## config.mk

```make
export PLATFORM = sky130hd
export DESIGN_NAME = icb_dds_multi
export DESIGN_NICKNAME = d
export VERILOG_FILES = /design/src/rtl/icb_dds_multi.sv
export SDC_FILE = /design/constraint.sdc
export NUM_CORES = 1
export LEC_CHECK = 0
export ABC_AREA = 0
export ABC_CLOCK_PERIOD_IN_PS = 6000
export BUFFER_PORTS_ARGS = -buffer_cell sky130_fd_sc_hd__buf_2
export CAP_MARGIN = 20
export CORE_MARGIN = 10
export CORE_UTILIZATION = 45
export DETAILED_ROUTE_END_ITERATION = 10
export SETUP_SLACK_MARGIN = 0.4
export SLEW_MARGIN = 20
export SYNTH_ARGS = -nofsm -noshare
export SYNTH_HDL_FRONTEND = slang
export SYNTH_SLANG_ARGS = --single-unit
```

## constraint.sdc

```tcl
create_clock -name sys_clk -period 6 [get_ports sys_clk]
set_input_delay 0.3 -clock sys_clk [delete_from_list [all_inputs] [get_ports sys_clk]]
set_output_delay 0.3 -clock sys_clk [all_outputs]
set_load 0.02 [all_outputs]
```

## src/rtl/icb_dds_multi.sv

```systemverilog
// NCH-channel DDS behind an ICB slave; channel settings are shadowed and committed together via APPLY.
// Optional per-channel frequency sweep (STEP/LIMIT, CTRL bit3) is built in when DDS_SWEEP_EN is defined.
module icb_dds_multi #(
  parameter int NCH = 2,
  parameter int PW  = 32,
  parameter int DW  = 8
) (
  input  logic              sys_clk,
  input  logic              sys_rst,
  input  logic              dds_icb_cmd_valid,
  output logic              dds_icb_cmd_ready,
  input  logic [31:0]       dds_icb_cmd_addr,
  input  logic              dds_icb_cmd_read,
  input  logic [31:0]       dds_icb_cmd_wdata,
  input  logic [3:0]        dds_icb_cmd_wmask,
  output logic              dds_icb_rsp_valid,
  input  logic              dds_icb_rsp_ready,
  output logic              dds_icb_rsp_err,
  output logic [31:0]       dds_icb_rsp_rdata,
  output logic [NCH*DW-1:0] dac_data
);

`ifdef DDS_SWEEP_EN
  localparam int CW = 4;
`else
  localparam int CW = 3;
`endif
  localparam int SW = DW + 1;
  localparam logic [DW:0] AMP_ONE = {1'b1, {DW{1'b0}}};

  logic [CW-1:0]   ctrl_sh  [NCH];
  logic [CW-1:0]   ctrl_act [NCH];
  logic [PW-1:0]   freq_sh  [NCH];
  logic [PW-1:0]   freq_act [NCH];
  logic [PW-1:0]   phase_sh [NCH];
  logic [DW:0]     amp_sh   [NCH];
  logic [DW:0]     amp_act  [NCH];
  logic [PW-1:0]   acc      [NCH];
  logic [DW-1:0]   wave_q   [NCH];
  logic [DW-1:0]   dac_q    [NCH];
  logic [2*DW:0]   prod     [NCH];
  logic [DW:0]     scaled   [NCH];

  logic            accept;
  logic            wr_en;
  logic            dec_err;
  logic            apply_hit;
  logic [31:0]     dec_rdata;
  logic [NCH-1:0]  wr_ctrl, wr_freq, wr_phase, wr_amp;
  logic [NCH-1:0]  en_vec;
  logic [NCH-1:0]  commit;
  logic            unused_bits;

`ifdef DDS_SWEEP_EN
  logic [9:0]      sweep_cnt;
  logic            sweep_tick;
  logic [NCH-1:0]  wr_step, wr_limit;
  logic [NCH-1:0]  sweep_wrap;
  logic [PW-1:0]   step_sh   [NCH];
  logic [PW-1:0]   step_act  [NCH];
  logic [PW-1:0]   limit_sh  [NCH];
  logic [PW-1:0]   limit_act [NCH];
  logic [PW-1:0]   freq_base [NCH];
  logic [PW-1:0]   freq_next [NCH];

  assign sweep_tick = (sweep_cnt == '1);

  // A sweep step that passes LIMIT in its own direction falls back to the committed FREQ.
  always_comb begin
    sweep_wrap = '0;
    for (int c = 0; c < NCH; c++) begin
      freq_next[c]  = freq_act[c] + step_act[c];
      sweep_wrap[c] = step_act[c][PW-1] ? (freq_next[c] < limit_act[c])
                                        : ((step_act[c] != '0) && (freq_next[c] > limit_act[c]));
    end
  end
`endif

  assign unused_bits       = ^{dds_icb_cmd_wmask, dds_icb_cmd_addr[31:9]};
  assign dds_icb_cmd_ready = ~dds_icb_rsp_valid | dds_icb_rsp_ready;
  assign accept            = dds_icb_cmd_valid & dds_icb_cmd_ready;
  assign wr_en             = accept & ~dds_icb_cmd_read & ~dec_err;
  assign commit            = {NCH{wr_en & apply_hit}} & dds_icb_cmd_wdata[NCH-1:0];

  always_comb begin
    dec_err   = 1'b1;
    dec_rdata = '0;
    apply_hit = 1'b0;
    wr_ctrl   = '0;
    wr_freq   = '0;
    wr_phase  = '0;
    wr_amp    = '0;
    en_vec    = '0;
`ifdef DDS_SWEEP_EN
    wr_step   = '0;
    wr_limit  = '0;
`endif
    for (int c = 0; c < NCH; c++) en_vec[c] = ctrl_act[c][0];
    if (dds_icb_cmd_addr[8]) begin
      if (dds_icb_cmd_addr[7:0] == 8'h00) begin
        dec_err   = 1'b0;
        apply_hit = 1'b1;
      end else if (dds_icb_cmd_addr[7:0] == 8'h04) begin
        dec_err              = ~dds_icb_cmd_read;
        dec_rdata[NCH-1:0]   = en_vec;
      end
    end else begin
      for (int c = 0; c < NCH; c++) begin
        if (dds_icb_cmd_addr[7:5] == 3'(c)) begin
          case (dds_icb_cmd_addr[4:0])
            5'h00: begin dec_err = 1'b0; dec_rdata[CW-1:0] = ctrl_sh[c];  wr_ctrl[c]  = 1'b1; end
            5'h04: begin dec_err = 1'b0; dec_rdata[PW-1:0] = freq_sh[c];  wr_freq[c]  = 1'b1; end
            5'h08: begin dec_err = 1'b0; dec_rdata[PW-1:0] = phase_sh[c]; wr_phase[c] = 1'b1; end
            5'h0C: begin dec_err = 1'b0; dec_rdata[DW:0]   = amp_sh[c];   wr_amp[c]   = 1'b1; end
`ifdef DDS_SWEEP_EN
            5'h10: begin dec_err = 1'b0; dec_rdata[PW-1:0] = step_sh[c];  wr_step[c]  = 1'b1; end
            5'h14: begin dec_err = 1'b0; dec_rdata[PW-1:0] = limit_sh[c]; wr_limit[c] = 1'b1; end
`endif
            default: ;
          endcase
        end
      end
    end
  end

  // One outstanding transaction: the response holds until the master takes it.
  always_ff @(posedge sys_clk) begin
    if (sys_rst) begin
      dds_icb_rsp_valid <= 1'b0;
      dds_icb_rsp_err   <= 1'b0;
      dds_icb_rsp_rdata <= '0;
    end else if (accept) begin
      dds_icb_rsp_valid <= 1'b1;
      dds_icb_rsp_err   <= dec_err;
      dds_icb_rsp_rdata <= (dds_icb_cmd_read && !dec_err) ? dec_rdata : 32'h0;
    end else if (dds_icb_rsp_ready) begin
      dds_icb_rsp_valid <= 1'b0;
    end
  end

  // Shadow writes, APPLY commit and phase accumulation; a 0->1 EN commit reloads the start phase.
  always_ff @(posedge sys_clk) begin
    if (sys_rst) begin
      for (int c = 0; c < NCH; c++) begin
        ctrl_sh[c]  <= '0;
        ctrl_act[c] <= '0;
        freq_sh[c]  <= '0;
        freq_act[c] <= '0;
        phase_sh[c] <= '0;
        amp_sh[c]   <= AMP_ONE;
        amp_act[c]  <= AMP_ONE;
        acc[c]      <= '0;
`ifdef DDS_SWEEP_EN
        step_sh[c]   <= '0;
        step_act[c]  <= '0;
        limit_sh[c]  <= '0;
        limit_act[c] <= '0;
        freq_base[c] <= '0;
`endif
      end
`ifdef DDS_SWEEP_EN
      sweep_cnt <= '0;
`endif
    end else begin
`ifdef DDS_SWEEP_EN
      sweep_cnt <= sweep_cnt + 10'd1;
`endif
      for (int c = 0; c < NCH; c++) begin
        if (wr_en && wr_ctrl[c])  ctrl_sh[c]  <= dds_icb_cmd_wdata[CW-1:0];
        if (wr_en && wr_freq[c])  freq_sh[c]  <= dds_icb_cmd_wdata[PW-1:0];
        if (wr_en && wr_phase[c]) phase_sh[c] <= dds_icb_cmd_wdata[PW-1:0];
        if (wr_en && wr_amp[c])   amp_sh[c]   <= dds_icb_cmd_wdata[DW:0];
`ifdef DDS_SWEEP_EN
        if (wr_en && wr_step[c])  step_sh[c]  <= dds_icb_cmd_wdata[PW-1:0];
        if (wr_en && wr_limit[c]) limit_sh[c] <= dds_icb_cmd_wdata[PW-1:0];
`endif
        if (commit[c]) begin
          ctrl_act[c] <= ctrl_sh[c];
          amp_act[c]  <= amp_sh[c];
          freq_act[c] <= freq_sh[c];
`ifdef DDS_SWEEP_EN
          step_act[c]  <= step_sh[c];
          limit_act[c] <= limit_sh[c];
          freq_base[c] <= freq_sh[c];
`endif
        end
`ifdef DDS_SWEEP_EN
        else if (sweep_tick && ctrl_act[c][0] && ctrl_act[c][3]) begin
          freq_act[c] <= sweep_wrap[c] ? freq_base[c] : freq_next[c];
        end
`endif
        if (commit[c] && ctrl_sh[c][0] && !ctrl_act[c][0]) acc[c] <= phase_sh[c];
        else if (ctrl_act[c][0])                            acc[c] <= acc[c] + freq_act[c];
      end
    end
  end

  function automatic logic [DW-1:0] wave_fn(input logic [PW-1:0] a, input logic [1:0] sel);
    logic [DW:0] p;
    p = a[PW-1 -: DW+1];
    case (sel)
      2'd0:    return p[DW:1];
      2'd1:    return p[DW] ? ~p[DW-1:0] : p[DW-1:0];
      2'd2:    return p[DW] ? {DW{1'b1}} : {DW{1'b0}};
      default: return {DW{1'b1}};
    endcase
  endfunction

  always_comb begin
    for (int c = 0; c < NCH; c++) begin
      prod[c]   = {{(DW+1){1'b0}}, wave_q[c]} * {{DW{1'b0}}, amp_act[c]};
      scaled[c] = SW'(prod[c] >> DW);
    end
  end

  // Two output stages: waveform lookup, then gain with saturation.
  always_ff @(posedge sys_clk) begin
    if (sys_rst) begin
      for (int c = 0; c < NCH; c++) begin
        wave_q[c] <= '0;
        dac_q[c]  <= '0;
      end
    end else begin
      for (int c = 0; c < NCH; c++) begin
        wave_q[c] <= ctrl_act[c][0] ? wave_fn(acc[c], ctrl_act[c][2:1]) : '0;
        dac_q[c]  <= scaled[c][DW] ? {DW{1'b1}} : scaled[c][DW-1:0];
      end
    end
  end

  for (genvar c = 0; c < NCH; c++) begin : g_dac
    assign dac_data[c*DW +: DW] = dac_q[c];
  end

endmodule

```

==> metrics.yaml, run 1 <==
status: "finished, final reports clean"
grt_pass1_wl_um: 93000
clkSlewWorstSetupHoldPaths_ns: 0.06
wl_per_cell_um: 21.7
total_leakage_power_nw: 10.4
drive_gt1_share_pct: 10.8
hold_path.class: "input port to flip-flop"
fmax_ghz: 0.195
ys_seq_area_share_pct: 47.8
synth_edf_count: 304
drt_iter0_markers: 1553
slowest_stage: "fa_1"
fin_crit_ns: 5.13
clock-sinks: 370
io_pins: 124
gp_congestion: 0.872
nFillCells: 4344
worst_setup_path_end_kind: "flip-flop"
postSynthAreaPerCell_um2: 10.8
wl_um: 59600
row_count: 80
area_growth_pct: 11.7
grt_pass1_vias: 16016
post_drt_via_cell_ratio: 5.82
synth_mux_area_share_pct: 0.389
crit_start: "amp_act[0][2]"
post-place-ws_ns: 0.872
p_per_area_nw_per_um2: 252
placedCellCount: 2668
grt_antenna_before_repair: 2
cts_buffers: 40
regToRegSetupSlack_ns: 0.87
synthTopCellsByArea: "edfxtp_1, fa_1, ha_1"
path_max_fanout: 8
worst-path-buf-inv: 2
synth_top_area_share_pct: 41.7
grt_usage_pct: 20.7
synth_top_area_cell: "edfxtp_1"
hold_viol: 0
vdd_drop_max_mv: 0.191
drt_pass1_iterations: 5
drc: 0
crit_type: "flip-flop to flip-flop"
cp_common_cell: "fa_1"
cts_tree: "built"
synth_compound_area_share_pct: 14.2
slew-limit-headroom_pct: 33.7
rsz0062_at_grt: "no"
ant_nets: 0
clock_skew_ns: 0.0352
drv_cap: 0
instances_no_fill: 2744
initial_core_util_pct: 45.7
grt_max_degree: 89
synthesis.area_um2: 21900
fin_util_pct: 51.0
nets: 2383
arrival_ns: 5.53
cp_cell_sequence: "and2_1 -> fa_1 -> fa_1 -> inv_1 -> fa_1 -> inv_1 -> fa_1 -> ha_1 -> nor3_1 -> o21ai_1 -> a31oi_2 -> o22ai_1 -> o41ai_2 -> nor2b_1 -> o2111a_1 -> a211oi_2 -> a21oi_1"
synth_xor_area_share_pct: 2.48
fin_ws_ns: 0.872
setup-violations-final: 0
min_period_over_period_pct: 85.5
ys_async_sr_fraction_pct: 0
synth-seq-cells: 370
crit_path_start_kind: "flip-flop"
num_vias: 15965
worst_path_largest_cell_delay_ns: 0.54
die_h_um: 240
cp_top_family: "adder cells"
rr_startpoint: "amp_act[0][2]"
holdCritStartpoint: "dds_icb_cmd_wdata[18]"
clk_latency_ns: 0.56
clockBufferDepth: 3
grt-ovfl-total: 0
synth_cell_types: 75
slew_viol_final: 0
cts-root-buf: "clkbuf_16"
io_buffer_count: 96
crit_required_ns: 6.40
die_w_um: 240
worst_pin_slew_ns: 0.992
syn-instance-count: 2016
core_area_um2: 47800
hold_ws_ns: 0.0785
h-tree-depth: 2
tns_ns: 0
dp_hpwl_um: 42700
yosys.area_share.simple_pct: 16.7
synth-warning-count: 0
cts_setup_buffers: 0
synth.net_count: 2303
ys.flop_type: "edfxtp_1"
synth_fa_ha_area_share_pct: 15.1
synth_top_family_by_area: "simple AND/OR/NAND/NOR gates"
dieArea_um2: 57800
-- Yosys cell counts, types with 49 or more instances --
cell      instances
ha_1            130
fa_1             84
clkbuf_1         78
and2_1          206
inv_1           104
nand3_1          49
and3_1           85
nand2_1         118
nor2_1          115
o21ai_0         115
a22oi_1          70
edfxtp_1        304
a21oi_1         143
dfxtp_1          66
-- registers in the layout (all words and copies together), names as in the netlist --
| signal | flops |
|---|---|
| wave_q | 16 |
| freq_act | 64 |
| phase_sh | 64 |
| dds_icb_rsp_err | 1 |
| dds_icb_rsp_rdata | 32 |
| dac_q | 16 |
| ctrl_sh | 6 |
| acc | 64 |
| freq_sh | 64 |
| amp_sh | 18 |
| ctrl_act | 6 |
| amp_act | 18 |
| dds_icb_rsp_valid | 1 |
-- stage by stage --
step	total power, W	cell area (µm²)
finish	0.00615	24400
CTS	0.00619	24400
detailed placement	0.00367	23100
global placement	0.00365	23100
global route	0.00640	24400
floorplan	0.00346	21900
-- layout make-up --
| type | count | area [µm²] | area share (%) |
|---|---|---|---|
| diodes | 1 | 2.50 | 0.0102 |
| well taps | 615 | 769 | 3.15 |
| clock buffers | 46 | 1030 | 4.23 |
| repair buffers | 123 | 686 | 2.81 |
| inverters | 104 | 390 | 1.60 |
| flip-flops and latches | 370 | 10500 | 42.8 |
| clock inverters | 28 | 299 | 1.22 |
| multi-input cells | 1457 | 10800 | 44.2 |
-- cell usage in the layout, fill, tap and decap left out, types with 8 or more instances in the layout --
cell type	instances
a221o_1	15
fa_1	84
clkinv_1	8
and3_1	85
xnor2_1	31
o22ai_1	8
o21ai_0	113
a21o_1	20
nand4_1	9
a22oi_1	70
nor2_1	113
edfxtp_1	304
o211ai_1	8
a211oi_1	9
o21a_1	14
a21oi_1	143
and2_1	205
buf_2	96
nor2b_1	18
nand2_1	114
nand3_1	49
nand2b_1	31
clkbuf_16	40
buf_4	26
nor3_1	26
ha_1	130
o21bai_1	10
inv_1	104
dfxtp_1	66
xor2_1	31
o21ai_1	10
-- cell families (layout without fill, tap and decap cells) --
group,Yosys count,after routing
xor+xnor,62,62
compound gates,484,484
mux,8,8
other cells,0,1
simple gates,689,689
buf+inv,189,301
fa+ha+maj,214,214
flops,370,370
-- routing by layer --
metal | vias to the layer above | GRT usage, % | part of all wire, %
li1 | 7458 | - | -
met1 | 7955 | 28.1 | 45
met2 | 465 | 33.4 | 47
met3 | 83 | 3.66 | 6.0
met4 | 4 | 5.69 | 2.4
met5 | - | 0 | 0.039
-- path summary, 6_finish.rpt --
| check | end | cells after the start |
|---|---|---|
| max | dac_q[0][5] | 17 |
| min | phase_sh[0][18] | 2 |
| min reg2reg | dds_icb_rsp_rdata[1] | 2 |
| max reg2reg | dac_q[0][5] | 17 |
-- report_power, final --
group          total, W  switching (W)  internal, W
logic          0.000674       0.000418     0.000257
registers       0.00295      0.0000767      0.00287
clock network   0.00253        0.00106      0.00147
-- what timing repair did --
| item | in CTS | in global routing |
|---|---|---|
| hold buffers | 1 | 0 |
| endpoints found under the hold margin | 1 | 0 |
| resized for setup | 0 | 0 |
Note: power is estimated with default switching activity, not from simulation.
==> run 2, diff against run 1 <==
Settings changed: CORE_ASPECT_RATIO set to 0.6.
==> metrics.yaml, run 2 (synthesized netlist as in run 1, its figures left out) <==
status: "finished, final reports clean"
grt_max_degree: 89  # unchanged
wl_met1_um: 30400  # +14%
slew_viol_final: 0  # unchanged
p_per_area_nw_per_um2: 248  # -1.5%
setup-violations-final: 0  # unchanged
fmax_ghz: 0.192  # -1.5%
final_cell_mix: "edfxtp_1, and2_1, a21oi_1"
io_buffer_count: 96  # unchanged
crit_path_start_kind: "flip-flop"
wl_um: 61800  # +3.7%
rsz0062_at_grt: "no"
grt_usage_pct: 20.8  # +0.16 points
cts-root-buf: "clkbuf_16"
io_pins: 124  # unchanged
dpl_cell_area_um2: 23100  # +0.13%
crit_type: "flip-flop to flip-flop"
fin_ws_ns: 0.793  # -0.0787 ns
arrival_ns: 5.59  # +0.06 ns
total_leakage_power_nw: 10.3  # -0.33%
die_h_um: 191  # -21%
tns_ns: 0  # unchanged
wl_met3_um: 6010  # +68%
grt_pass1_vias: 15848  # -1.0%
drv_cap: 0  # unchanged
crit_required_ns: 6.39  # about the same
top_layer: "met4"
antenna_cells: 0  # -1
clk_latency_ns: 0.55  # about the same
final_cell_area_um2: 24400  # -0.25%
row_count: 62  # -23%
nFillCells: 4264  # -1.8%
vdd_drop_max_mv: 0.175  # -8.7%
grt-ovfl-total: 0  # unchanged
nets: 2378  # -0.21%
wl_per_cell_um: 22.4  # +3.1%
drive_gt1_share_pct: 10.7  # -0.059 points
dieArea_um2: 58100  # +0.50%
drt_iter0_markers: 1805  # +16%
worst_setup_path_end_kind: "flip-flop"
post_drt_via_cell_ratio: 5.84  # +0.44%
cts_tree: "built"
layout_commonest_cell: "edfxtp_1"
gp_congestion: 0.897  # +2.9%
grt_antenna_before_repair: 0  # -2
num_vias: 16134  # +1.1%
drc: 0  # unchanged
grt_pass1_wl_um: 95700  # +2.9%
cts_buffers: 38  # -5.0%
clkSlewWorstSetupHoldPaths_ns: 0.07  # about the same
clock_skew_ns: 0.0138  # -0.0214 ns
clock-sinks: 370  # unchanged
post-place-ws_ns: 0.778  # -0.0941 ns
slew-limit-headroom_pct: 25.3  # -8.3 points
hold_path.class: "input port to flip-flop"
ant_nets: 0  # unchanged
hold_viol: 0  # unchanged
die_w_um: 305  # +27%
h-tree-depth: 2  # unchanged
path_max_fanout: 8  # unchanged
area_growth_pct: 11.4
wl_met2_um: 24500  # -12%
power_w: 0.00605  # -1.7%
worst_pin_slew_ns: 1.11  # +0.122 ns
postCtsHoldBufs: 0  # -1
core_area_um2: 47900  # +0.20%
fin_crit_ns: 5.21  # +0.0787 ns
clockBufferDepth: 3  # unchanged
dp_hpwl_um: 43700  # +2.2%
min_period_over_period_pct: 86.8  # +1.3 points
drt_pass1_iterations: 5  # unchanged
initial_core_util_pct: 45.6  # -0.091 points
run 2: cell types whose count changed in the layout (fill, tap and decap cells not counted), sizes merged:
cell         before  now
clkinvlp          5    2
clkbuf           46   47
bufinv            5    2
buf             122  120
diode             1    0
clkinv           16   18
inv             106  105
dlygate4sd3       1    0
run 2: layout make-up:
cell class              count  area (µm²)  share of cell area [%]
clock inverters            23         193                   0.791
well taps                 640         801                    3.29
clock buffers              47        1050                    4.30
multi-input cells        1457       10800                    44.4
repair buffers            120         661                    2.71
inverters                 104         390                    1.60
flip-flops and latches    370       10500                    42.9
run 2: final timing paths:
check        slack [ns]              endpoint  cells past startpoint                 start
max                0.79           dac_q[0][2]                     17         amp_act[0][3]
max reg2reg        0.79           dac_q[0][2]                     17         amp_act[0][3]
min                0.03     dds_icb_rsp_valid                      3     dds_icb_cmd_valid
min reg2reg        0.46  dds_icb_rsp_rdata[0]                      2  dds_icb_rsp_rdata[0]
run 2: critical path, cell delays in order (launching register included):
cell,delay (ns)
edfxtp_1,0.52
and2_1,0.22
fa_1,0.44
fa_1,0.49
inv_1,0.05
fa_1,0.54
inv_1,0.05
fa_1,0.45
ha_1,0.20
nor3_1,0.16
o21ai_1,0.10
a31oi_2,0.36
o22ai_1,0.19
o41ai_2,0.37
nor2b_1,0.14
o2111a_1,0.30
a211oi_4,0.34
a21oi_1,0.11
run 2: where the power goes:
group          total [W]  internal [W]  switching [W]
Sequential       0.00295       0.00287      0.0000760
Combinational   0.000691      0.000257       0.000435
Clock            0.00241       0.00134        0.00106
run 2: timing repair:
| action | 4_1_cts | 5_1_grt |
|---|---|---|
| buffers inserted | 0 | 0 |
| resized for setup | 0 | 1 |
| endpoints found under the setup margin | 0 | 6 |
run 2: metrics by stage:
step	util (%)	hold slack (ns)	std cells
after floorplan	-	0.429	2016
after global placement	48.2	0.441	2691
after detailed placement	48.2	0.455	2691
after CTS	50.8	0.0110	2761
after global routing	50.8	0.0269	2761
final	50.8	0.0260	2761
run 2: per-layer routing:
metal	global-route usage [%]	vias to the layer above
met5	0	-
met4	3.76	0
met3	4.65	74
met2	29.1	684
met1	32.3	7942
li1	-	7434
